==> src/rtl/oram_pkg.sv <==
// ---------------------------------------------------------------------------
// oram_pkg : shared constants, command record and requester state encoding
// Revision : 1.0
// ---------------------------------------------------------------------------
`default_nettype none

package oram_pkg;
  localparam int A = 8;       // bytes per block
  localparam int D = 6;       // block-number width
  localparam int K = 8 * A;   // data width in bits

  typedef struct packed {
    logic         rw;
    logic [D-1:0] block;
    logic [K-1:0] wdata;
  } oram_cmd_t;

  typedef enum logic [1:0] {
    IDLE  = 2'd0,
    ISSUE = 2'd1,
    WAIT  = 2'd2,
    RESP  = 2'd3
  } oram_req_state_t;
endpackage

`default_nettype wire

==> src/rtl/oram_requester_if.sv <==
// ---------------------------------------------------------------------------
// oram_requester_if : CPU command/response port plus ORAM request port
// Revision : 1.0
// ---------------------------------------------------------------------------
`default_nettype none

interface oram_requester_if;
  import oram_pkg::*;

  logic         cmd_valid;
  logic         cmd_ready;
  logic         cmd_rw;
  logic [D-1:0] cmd_block;
  logic [K-1:0] cmd_wdata;
  logic         rsp_valid;
  logic         rsp_ready;
  logic         rsp_rw;
  logic [K-1:0] rsp_rdata;
  logic         rsp_timeout;
  logic         busy;
  logic [D-1:0] rw_block_number;
  logic [K-1:0] w_value;
  logic         rw_indicator;
  logic         input_ready;
  logic [K-1:0] r_value;
  logic         output_ready;

  modport master (
    input  cmd_valid, cmd_rw, cmd_block, cmd_wdata, rsp_ready, r_value, output_ready,
    output cmd_ready, rsp_valid, rsp_rw, rsp_rdata, rsp_timeout, busy,
           rw_block_number, w_value, rw_indicator, input_ready
  );

  modport slave (
    output cmd_valid, cmd_rw, cmd_block, cmd_wdata, rsp_ready, r_value, output_ready,
    input  cmd_ready, rsp_valid, rsp_rw, rsp_rdata, rsp_timeout, busy,
           rw_block_number, w_value, rw_indicator, input_ready
  );
endinterface

`default_nettype wire

==> src/rtl/oram_cmd_fifo.sv <==
// ---------------------------------------------------------------------------
// oram_cmd_fifo : show-ahead command FIFO, extra pointer MSB tells full/empty
// Revision : 1.0
// ---------------------------------------------------------------------------
`default_nettype none

module oram_cmd_fifo
  import oram_pkg::*;
#(
  parameter int DEPTH = 4
) (
  input  wire logic      clk,
  input  wire logic      rst_n,
  input  wire logic      i_push,
  input  wire oram_cmd_t i_data,
  input  wire logic      i_pop,
  output oram_cmd_t      o_data,
  output logic           o_full,
  output logic           o_empty
);
  localparam int PTR_W = $clog2(DEPTH);

  logic [PTR_W:0] r_wr_ptr;
  logic [PTR_W:0] r_rd_ptr;
  oram_cmd_t      r_mem [DEPTH];
  logic           w_push;
  logic           w_pop;

  assign w_push  = i_push && !o_full;
  assign w_pop   = i_pop && !o_empty;
  assign o_empty = (r_wr_ptr == r_rd_ptr);
  assign o_full  = (r_wr_ptr[PTR_W] != r_rd_ptr[PTR_W]) &&
                   (r_wr_ptr[PTR_W-1:0] == r_rd_ptr[PTR_W-1:0]);
  assign o_data  = r_mem[r_rd_ptr[PTR_W-1:0]];

  always_ff @(posedge clk or negedge rst_n) begin
    if (!rst_n) begin
      r_wr_ptr <= '0;
      r_rd_ptr <= '0;
    end else begin
      if (w_push) r_wr_ptr <= r_wr_ptr + 1'b1;
      if (w_pop)  r_rd_ptr <= r_rd_ptr + 1'b1;
    end
  end

  always_ff @(posedge clk) begin
    if (w_push) r_mem[r_wr_ptr[PTR_W-1:0]] <= i_data;
  end
endmodule

`default_nettype wire

==> src/rtl/oram_requester.sv <==
// ---------------------------------------------------------------------------
// oram_requester : queues CPU commands and issues them one at a time to the
//                  ORAM, returning read data, write acks or timeouts in order.
// Revision : 1.0
// ---------------------------------------------------------------------------
`default_nettype none

module oram_requester
  import oram_pkg::*;
#(
  parameter int CMD_DEPTH = 4,
  parameter int TIMEOUT   = 255
) (
  input wire logic         clk,
  input wire logic         rst_n,
  oram_requester_if.master bus
);
  localparam logic [7:0] c_LAST = 8'(TIMEOUT - 1);

  oram_req_state_t r_state;
  oram_req_state_t w_state_next;
  oram_cmd_t       w_push_cmd;
  oram_cmd_t       w_head;
  logic            w_full;
  logic            w_empty;
  logic            w_pop;
  logic [7:0]      r_cnt;
  logic            r_input_ready;
  logic            r_rw_ind;
  logic [D-1:0]    r_blk;
  logic [K-1:0]    r_wval;
  logic            r_rsp_valid;
  logic            r_rsp_rw;
  logic [K-1:0]    r_rsp_rdata;
  logic            r_rsp_timeout;

  assign w_push_cmd = '{rw: bus.cmd_rw, block: bus.cmd_block, wdata: bus.cmd_wdata};

  oram_cmd_fifo #(.DEPTH(CMD_DEPTH)) u_fifo (
    .clk     (clk),
    .rst_n   (rst_n),
    .i_push  (bus.cmd_valid),
    .i_data  (w_push_cmd),
    .i_pop   (w_pop),
    .o_data  (w_head),
    .o_full  (w_full),
    .o_empty (w_empty)
  );

  assign bus.cmd_ready       = !w_full;
  assign bus.busy            = (r_state != IDLE) || !w_empty;
  assign bus.input_ready     = r_input_ready;
  assign bus.rw_indicator    = r_rw_ind;
  assign bus.rw_block_number = r_blk;
  assign bus.w_value         = r_wval;
  assign bus.rsp_valid       = r_rsp_valid;
  assign bus.rsp_rw          = r_rsp_rw;
  assign bus.rsp_rdata       = r_rsp_rdata;
  assign bus.rsp_timeout     = r_rsp_timeout;

  always_ff @(posedge clk or negedge rst_n) begin
    if (!rst_n) r_state <= IDLE;
    else        r_state <= w_state_next;
  end

  always_comb begin
    w_state_next = r_state;
    w_pop        = 1'b0;
    case (r_state)
      IDLE: begin
        if (!w_empty) begin
          w_pop        = 1'b1;
          w_state_next = ISSUE;
        end
      end
      ISSUE:   w_state_next = WAIT;
      WAIT:    if (bus.output_ready || (r_cnt == c_LAST)) w_state_next = RESP;
      RESP:    if (bus.rsp_ready) w_state_next = IDLE;
      default: w_state_next = IDLE;
    endcase
  end

  // ORAM-side request fields are loaded only on pop, so they stay stable
  // through ISSUE, WAIT and RESP.
  always_ff @(posedge clk or negedge rst_n) begin
    if (!rst_n) begin
      r_cnt         <= '0;
      r_input_ready <= 1'b0;
      r_rw_ind      <= 1'b0;
      r_blk         <= '0;
      r_wval        <= '0;
      r_rsp_valid   <= 1'b0;
      r_rsp_rw      <= 1'b0;
      r_rsp_rdata   <= '0;
      r_rsp_timeout <= 1'b0;
    end else begin
      r_input_ready <= 1'b0;
      case (r_state)
        IDLE: begin
          if (w_pop) begin
            r_rw_ind      <= w_head.rw;
            r_blk         <= w_head.block;
            r_wval        <= w_head.rw ? w_head.wdata : '0;
            r_input_ready <= 1'b1;
          end
        end
        ISSUE: r_cnt <= '0;
        WAIT: begin
          if (bus.output_ready) begin
            r_rsp_valid   <= 1'b1;
            r_rsp_rw      <= r_rw_ind;
            r_rsp_rdata   <= r_rw_ind ? '0 : bus.r_value;
            r_rsp_timeout <= 1'b0;
          end else if (r_cnt == c_LAST) begin
            r_rsp_valid   <= 1'b1;
            r_rsp_rw      <= r_rw_ind;
            r_rsp_rdata   <= '0;
            r_rsp_timeout <= 1'b1;
          end else begin
            r_cnt <= r_cnt + 8'd1;
          end
        end
        RESP:    if (bus.rsp_ready) r_rsp_valid <= 1'b0;
        default: ;
      endcase
    end
  end
endmodule

`default_nettype wire

==> src/flat_wrapper.sv <==
// flat-port wrapper written by rule: the top's interface ports become plain ports
module oram_requester_flat import oram_pkg::*;
#(
  parameter int CMD_DEPTH = 4,
  parameter int TIMEOUT   = 255
)
  (clk, rst_n, bus_cmd_valid, bus_cmd_rw, bus_cmd_block, bus_cmd_wdata, bus_rsp_ready, bus_r_value, bus_output_ready, bus_cmd_ready, bus_rsp_valid, bus_rsp_rw, bus_rsp_rdata, bus_rsp_timeout, bus_busy, bus_rw_block_number, bus_w_value, bus_rw_indicator, bus_input_ready);
  oram_requester_if bus_i ();
  input wire logic clk;
  input wire logic rst_n;
  input wire logic [$bits(bus_i.cmd_valid)-1:0] bus_cmd_valid;
  input wire logic [$bits(bus_i.cmd_rw)-1:0] bus_cmd_rw;
  input wire logic [$bits(bus_i.cmd_block)-1:0] bus_cmd_block;
  input wire logic [$bits(bus_i.cmd_wdata)-1:0] bus_cmd_wdata;
  input wire logic [$bits(bus_i.rsp_ready)-1:0] bus_rsp_ready;
  input wire logic [$bits(bus_i.r_value)-1:0] bus_r_value;
  input wire logic [$bits(bus_i.output_ready)-1:0] bus_output_ready;
  output wire logic [$bits(bus_i.cmd_ready)-1:0] bus_cmd_ready;
  output wire logic [$bits(bus_i.rsp_valid)-1:0] bus_rsp_valid;
  output wire logic [$bits(bus_i.rsp_rw)-1:0] bus_rsp_rw;
  output wire logic [$bits(bus_i.rsp_rdata)-1:0] bus_rsp_rdata;
  output wire logic [$bits(bus_i.rsp_timeout)-1:0] bus_rsp_timeout;
  output wire logic [$bits(bus_i.busy)-1:0] bus_busy;
  output wire logic [$bits(bus_i.rw_block_number)-1:0] bus_rw_block_number;
  output wire logic [$bits(bus_i.w_value)-1:0] bus_w_value;
  output wire logic [$bits(bus_i.rw_indicator)-1:0] bus_rw_indicator;
  output wire logic [$bits(bus_i.input_ready)-1:0] bus_input_ready;
  assign bus_i.cmd_valid = bus_cmd_valid;
  assign bus_i.cmd_rw = bus_cmd_rw;
  assign bus_i.cmd_block = bus_cmd_block;
  assign bus_i.cmd_wdata = bus_cmd_wdata;
  assign bus_i.rsp_ready = bus_rsp_ready;
  assign bus_i.r_value = bus_r_value;
  assign bus_i.output_ready = bus_output_ready;
  assign bus_cmd_ready = bus_i.cmd_ready;
  assign bus_rsp_valid = bus_i.rsp_valid;
  assign bus_rsp_rw = bus_i.rsp_rw;
  assign bus_rsp_rdata = bus_i.rsp_rdata;
  assign bus_rsp_timeout = bus_i.rsp_timeout;
  assign bus_busy = bus_i.busy;
  assign bus_rw_block_number = bus_i.rw_block_number;
  assign bus_w_value = bus_i.w_value;
  assign bus_rw_indicator = bus_i.rw_indicator;
  assign bus_input_ready = bus_i.input_ready;
  oram_requester #(.CMD_DEPTH(CMD_DEPTH), .TIMEOUT(TIMEOUT)) u_core (.clk(clk), .rst_n(rst_n), .bus(bus_i));
endmodule
==> config.mk <==
export PLATFORM = sky130hd
export DESIGN_NAME = oram_requester_flat
export DESIGN_NICKNAME = d
export VERILOG_FILES = /design/src/rtl/oram_pkg.sv /design/src/rtl/oram_requester_if.sv /design/src/rtl/oram_cmd_fifo.sv /design/src/rtl/oram_requester.sv /design/src/flat_wrapper.sv
export SDC_FILE = /design/constraint.sdc
export NUM_CORES = 1
export LEC_CHECK = 0
export ABC_AREA = 1
export CAP_MARGIN = 0
export CORE_ASPECT_RATIO = 0.5
export CORE_MARGIN = 5
export CORE_UTILIZATION = 64
export DETAILED_ROUTE_END_ITERATION = 10
export DONT_BUFFER_PORTS = 1
export HOLD_SLACK_MARGIN = 0.03
export MAX_ROUTING_LAYER = met4
export PLACE_DENSITY_LB_ADDON = 0.15
export SYNTH_ARGS = -nofsm -noshare
export SYNTH_HDL_FRONTEND = slang
export SYNTH_HIERARCHICAL = 1
export SYNTH_SLANG_ARGS = --single-unit
==> constraint.sdc <==
create_clock -name clk -period 9.2 [get_ports clk]
set_input_delay 1.84 -clock clk [delete_from_list [all_inputs] [get_ports clk]]
set_output_delay 1.84 -clock clk [all_outputs]
set_load 0.1 [all_outputs]
==> flow_metrics.env <==
export IMPL_run_status="finished, final reports clean"
export IMPL_design_area_um2=18500
export IMPL_regArea_um2=12410
export IMPL_cts_tree="built"
export IMPL_drv_cap=0
export IMPL_synth_top_area_frac=0.4958
export IMPL_ios=281
export IMPL_placed_area_um2=17240
export IMPL_hold_path_cell_count=2
export IMPL_ys_ff_latch=439
export IMPL_cp_slowest_cell="dfrtp_4"
export IMPL_post_cts_setup_buffers=0
export IMPL_cp_start_kind="flop"
export IMPL_ant_nets=0
export IMPL_muxShareOfSynthArea=0
export IMPL_grt_pass1_wl_um=59530
export IMPL_path_max_fanout=144
export IMPL_synth_simple_area_share=0.1354
export IMPL_hold_viol=0
export IMPL_hold_path_startpoint="u_core/r_state[1]"
export IMPL_mostFrequentLayoutCells="nand2_1, edfxtp_1, dfrtp_1, nor2_1, o21ai_0"
export IMPL_vias_per_cell=6.034
export IMPL_regToRegStartpoint="u_core/u_fifo/r_rd_ptr[0]"
export IMPL_finalMaxSlewViolations=0
export IMPL_crit_family="simple AND/OR/NAND/NOR gates"
export IMPL_holdCritPathClass="flop to flop"
export IMPL_synth_largest_area_cell="edfxtp_1"
export IMPL_cp_slowest_stage_delay_ns=1.00
export IMPL_reg2reg_setup_slack_ns=5.02
export IMPL_post_route_min_period_ns=5.159
export IMPL_layout_commonest_cell="nand2_1"
export IMPL_fin_crit_sh=0.5607
export IMPL_clk_pin_slew_ns=0.07
export IMPL_grt_antenna_before_repair=1
export IMPL_synth_area_per_cell_um2=11.96
export IMPL_drive_above_1_share=0.07832
export IMPL_design_die_area_um2=30450
export IMPL_post_cts_resized=0
export IMPL_grt_pass1_vias=10660
export IMPL_crit_buf_inv=2
export IMPL_grt_max_degree=156
export IMPL_synth_area_leaders="edfxtp_1, dfrtp_1, nand2_1"
export IMPL_remaining_drc_errors=0
export IMPL_die_width_um=241.8
export IMPL_port_buffers=0
export IMPL_critPathArrivalTime_ns=3.32
export IMPL_final_net_count=1552
export IMPL_globalRouteOverflowTotal=0
export IMPL_yosysWarnings=6
export IMPL_num_vias=10760
export IMPL_synth_fa_ha_area_frac=0.008729
export IMPL_crit_chain="inv_8 -> nand2_2 -> nand2_2 -> nand3_2 -> inv_1 -> nand2_1"
export IMPL_wl_um=38240
export IMPL_worstSetupEndpointType="primary output"
export IMPL_ys_types=30
export IMPL_finalClockSkew_ns=0.02763
export IMPL_dp_hpwl_um=21940
export IMPL_hold_end="u_core/r_state[1]"
export IMPL_multi_input_area_um2=4183
export IMPL_syn_inst=1438
export IMPL_firstDrtPassIters=6
export IMPL_wl_per_cell_um=21.44
export IMPL_drt_iter0_drc=1022
export IMPL_grt_usage=0.2524
export IMPL_rsz0062_at_grt="no"
export IMPL_required_ns=7.36
export IMPL_numCtsBuffers=38
export IMPL_synth_nets=1590
export IMPL_maxClockFrequency_mhz=193.8
export IMPL_core_area_um2=26430
export IMPL_fill_cells=1817
export IMPL_setup_viol=0
export IMPL_htreeDepth=2
export IMPL_slew_headroom=0.2975
export IMPL_tns_ns=0
export IMPL_hold_buffers=0
export IMPL_seq_area_frac_synth=0.7213
export IMPL_clkLatencyLatePin_ns=0.54
export IMPL_syn2layout_area_growth_pct=7.551
export IMPL_r2r_cells=11
export IMPL_synth_xor_area_share=0.002037
export IMPL_dieHeight_um=125.9
export IMPL_start_util=0.6507
export IMPL_root_buffer="clkbuf_16"
export IMPL_rows=42
export IMPL_r2r_end="u_core/bus.w_value[17]"
export IMPL_tritoncts_num_sinks=439
export IMPL_crit_type="flop to primary output"
export IMPL_cp_common_cell="nand2_2"
export IMPL_gp_congestion=0.8132
export IMPL_synth_top_family_by_area="simple AND/OR/NAND/NOR gates"
export IMPL_tightest_slew_ns=1.051
export IMPL_syn_area_um2=17200
export IMPL_clock_path_buffers=3
export IMPL_synth_compound_area_share=0.09369
==> worst max path at each step <==
stage                              startpoint                        end  slack [ns]  cells after the start
finish              u_core/u_fifo/r_rd_ptr[0]                   bus_busy        4.04                      6
global route        u_core/u_fifo/r_rd_ptr[0]                   bus_busy        3.84                      6
CTS                 u_core/u_fifo/r_rd_ptr[0]                   bus_busy        4.06                      6
detailed placement  u_core/u_fifo/r_rd_ptr[0]                   bus_busy        4.65                      6
global placement    u_core/u_fifo/r_rd_ptr[0]                   bus_busy        4.69                      6
floorplan                       bus_cmd_valid  u_core/u_fifo/r_mem[0][0]        3.83                      2
==> routing by layer <==
layer / global-route usage / vias up / wire length [um] / part of all wire
met3: 0.06562 / 65 / 3058 / 0.080
li1: - / 4940 / - / -
met1: 0.3142 / 5322 / 15060 / 0.39
met2: 0.4170 / 432 / 19210 / 0.50
met4: 0.07610 / 0 / 901 / 0.024
met5: - / - / 0 / 0
==> cells in the mapped netlist <==
| library cell | instances |
|---|---|
| o22ai_1 | 71 |
| xor2_1 | 3 |
| nand3_1 | 81 |
| nand2_1 | 320 |
| buf_8 | 1 |
| a31o_2 | 1 |
| nor2_1 | 150 |
| o21ai_1 | 60 |
| xnor2_1 | 1 |
| inv_1 | 26 |
| clkbuf_2 | 6 |
| o21ai_2 | 16 |
| inv_2 | 2 |
| o21bai_1 | 1 |
| clkbuf_1 | 32 |
| or2_2 | 2 |
| inv_8 | 1 |
| buf_6 | 17 |
| o21ai_0 | 142 |
| nand4_1 | 4 |
| buf_4 | 10 |
| nor2_2 | 3 |
| edfxtp_1 | 284 |
| dfrtp_1 | 155 |
| buf_2 | 23 |
| nand2_2 | 8 |
| nand2_4 | 3 |
| ha_1 | 12 |
| nand3_2 | 2 |
| buf_1 | 1 |
==> registers in the layout (all words and copies together) (netlist names) <==
signal	flops
u_core/r_state	2
u_core/bus.w_value	64
u_core/bus.rsp_rw	1
u_core/bus.rw_indicator	1
u_core/bus.rw_block_number	6
u_core/bus.input_ready	1
u_core/u_fifo/r_rd_ptr	3
u_core/bus.rsp_timeout	1
u_core/u_fifo/r_wr_ptr	3
u_core/bus.rsp_valid	1
u_core/u_fifo/r_mem	284
u_core/r_cnt	8
u_core/bus.rsp_rdata	64
==> logic make-up (layout without fill, tap and decap cells) <==
family / Yosys count / after routing
AOI/OAI and AO/OA: 291 / 291
xor gates and xnor gates: 4 / 4
adders and majority gates: 12 / 12
buffers and inverters: 119 / 111
DFF: 439 / 439
other: 0 / 1
and+or+nand+nor: 573 / 573
==> layout make-up <==
cell class | instances | area share
inverter | 29 | 0.006290
antenna | 1 | 0.0001353
clock buffer | 57 | 0.06310
tap | 352 | 0.02381
sequential | 439 | 0.6709
timing repair buffer | 12 | 0.004870
multi-input combinational | 880 | 0.2261
clock inverter | 13 | 0.004735
==> tightest hold or removal path, delay by kind of cell, from the launching register on <==
family / cells / cell delay, ns
flip-flops: 1 / 0.41
AND/OR/NAND/NOR: 2 / 0.12
==> through the flow <==
step	util	hold slack [ns]	worst slack [ns]	instances
floorplan	-	0.4921	3.827	1438
global placement	0.6523	0.5173	4.688	1712
detailed placement	0.6523	0.5344	4.650	1712
CTS	0.6998	0.5555	4.062	1782
global route	0.6998	0.5978	3.836	1783
finish	0.6998	0.5561	4.041	1783
Power is not shown: default switching activity piles up to over one toggle a cycle in this logic, so the estimate is an artifact.
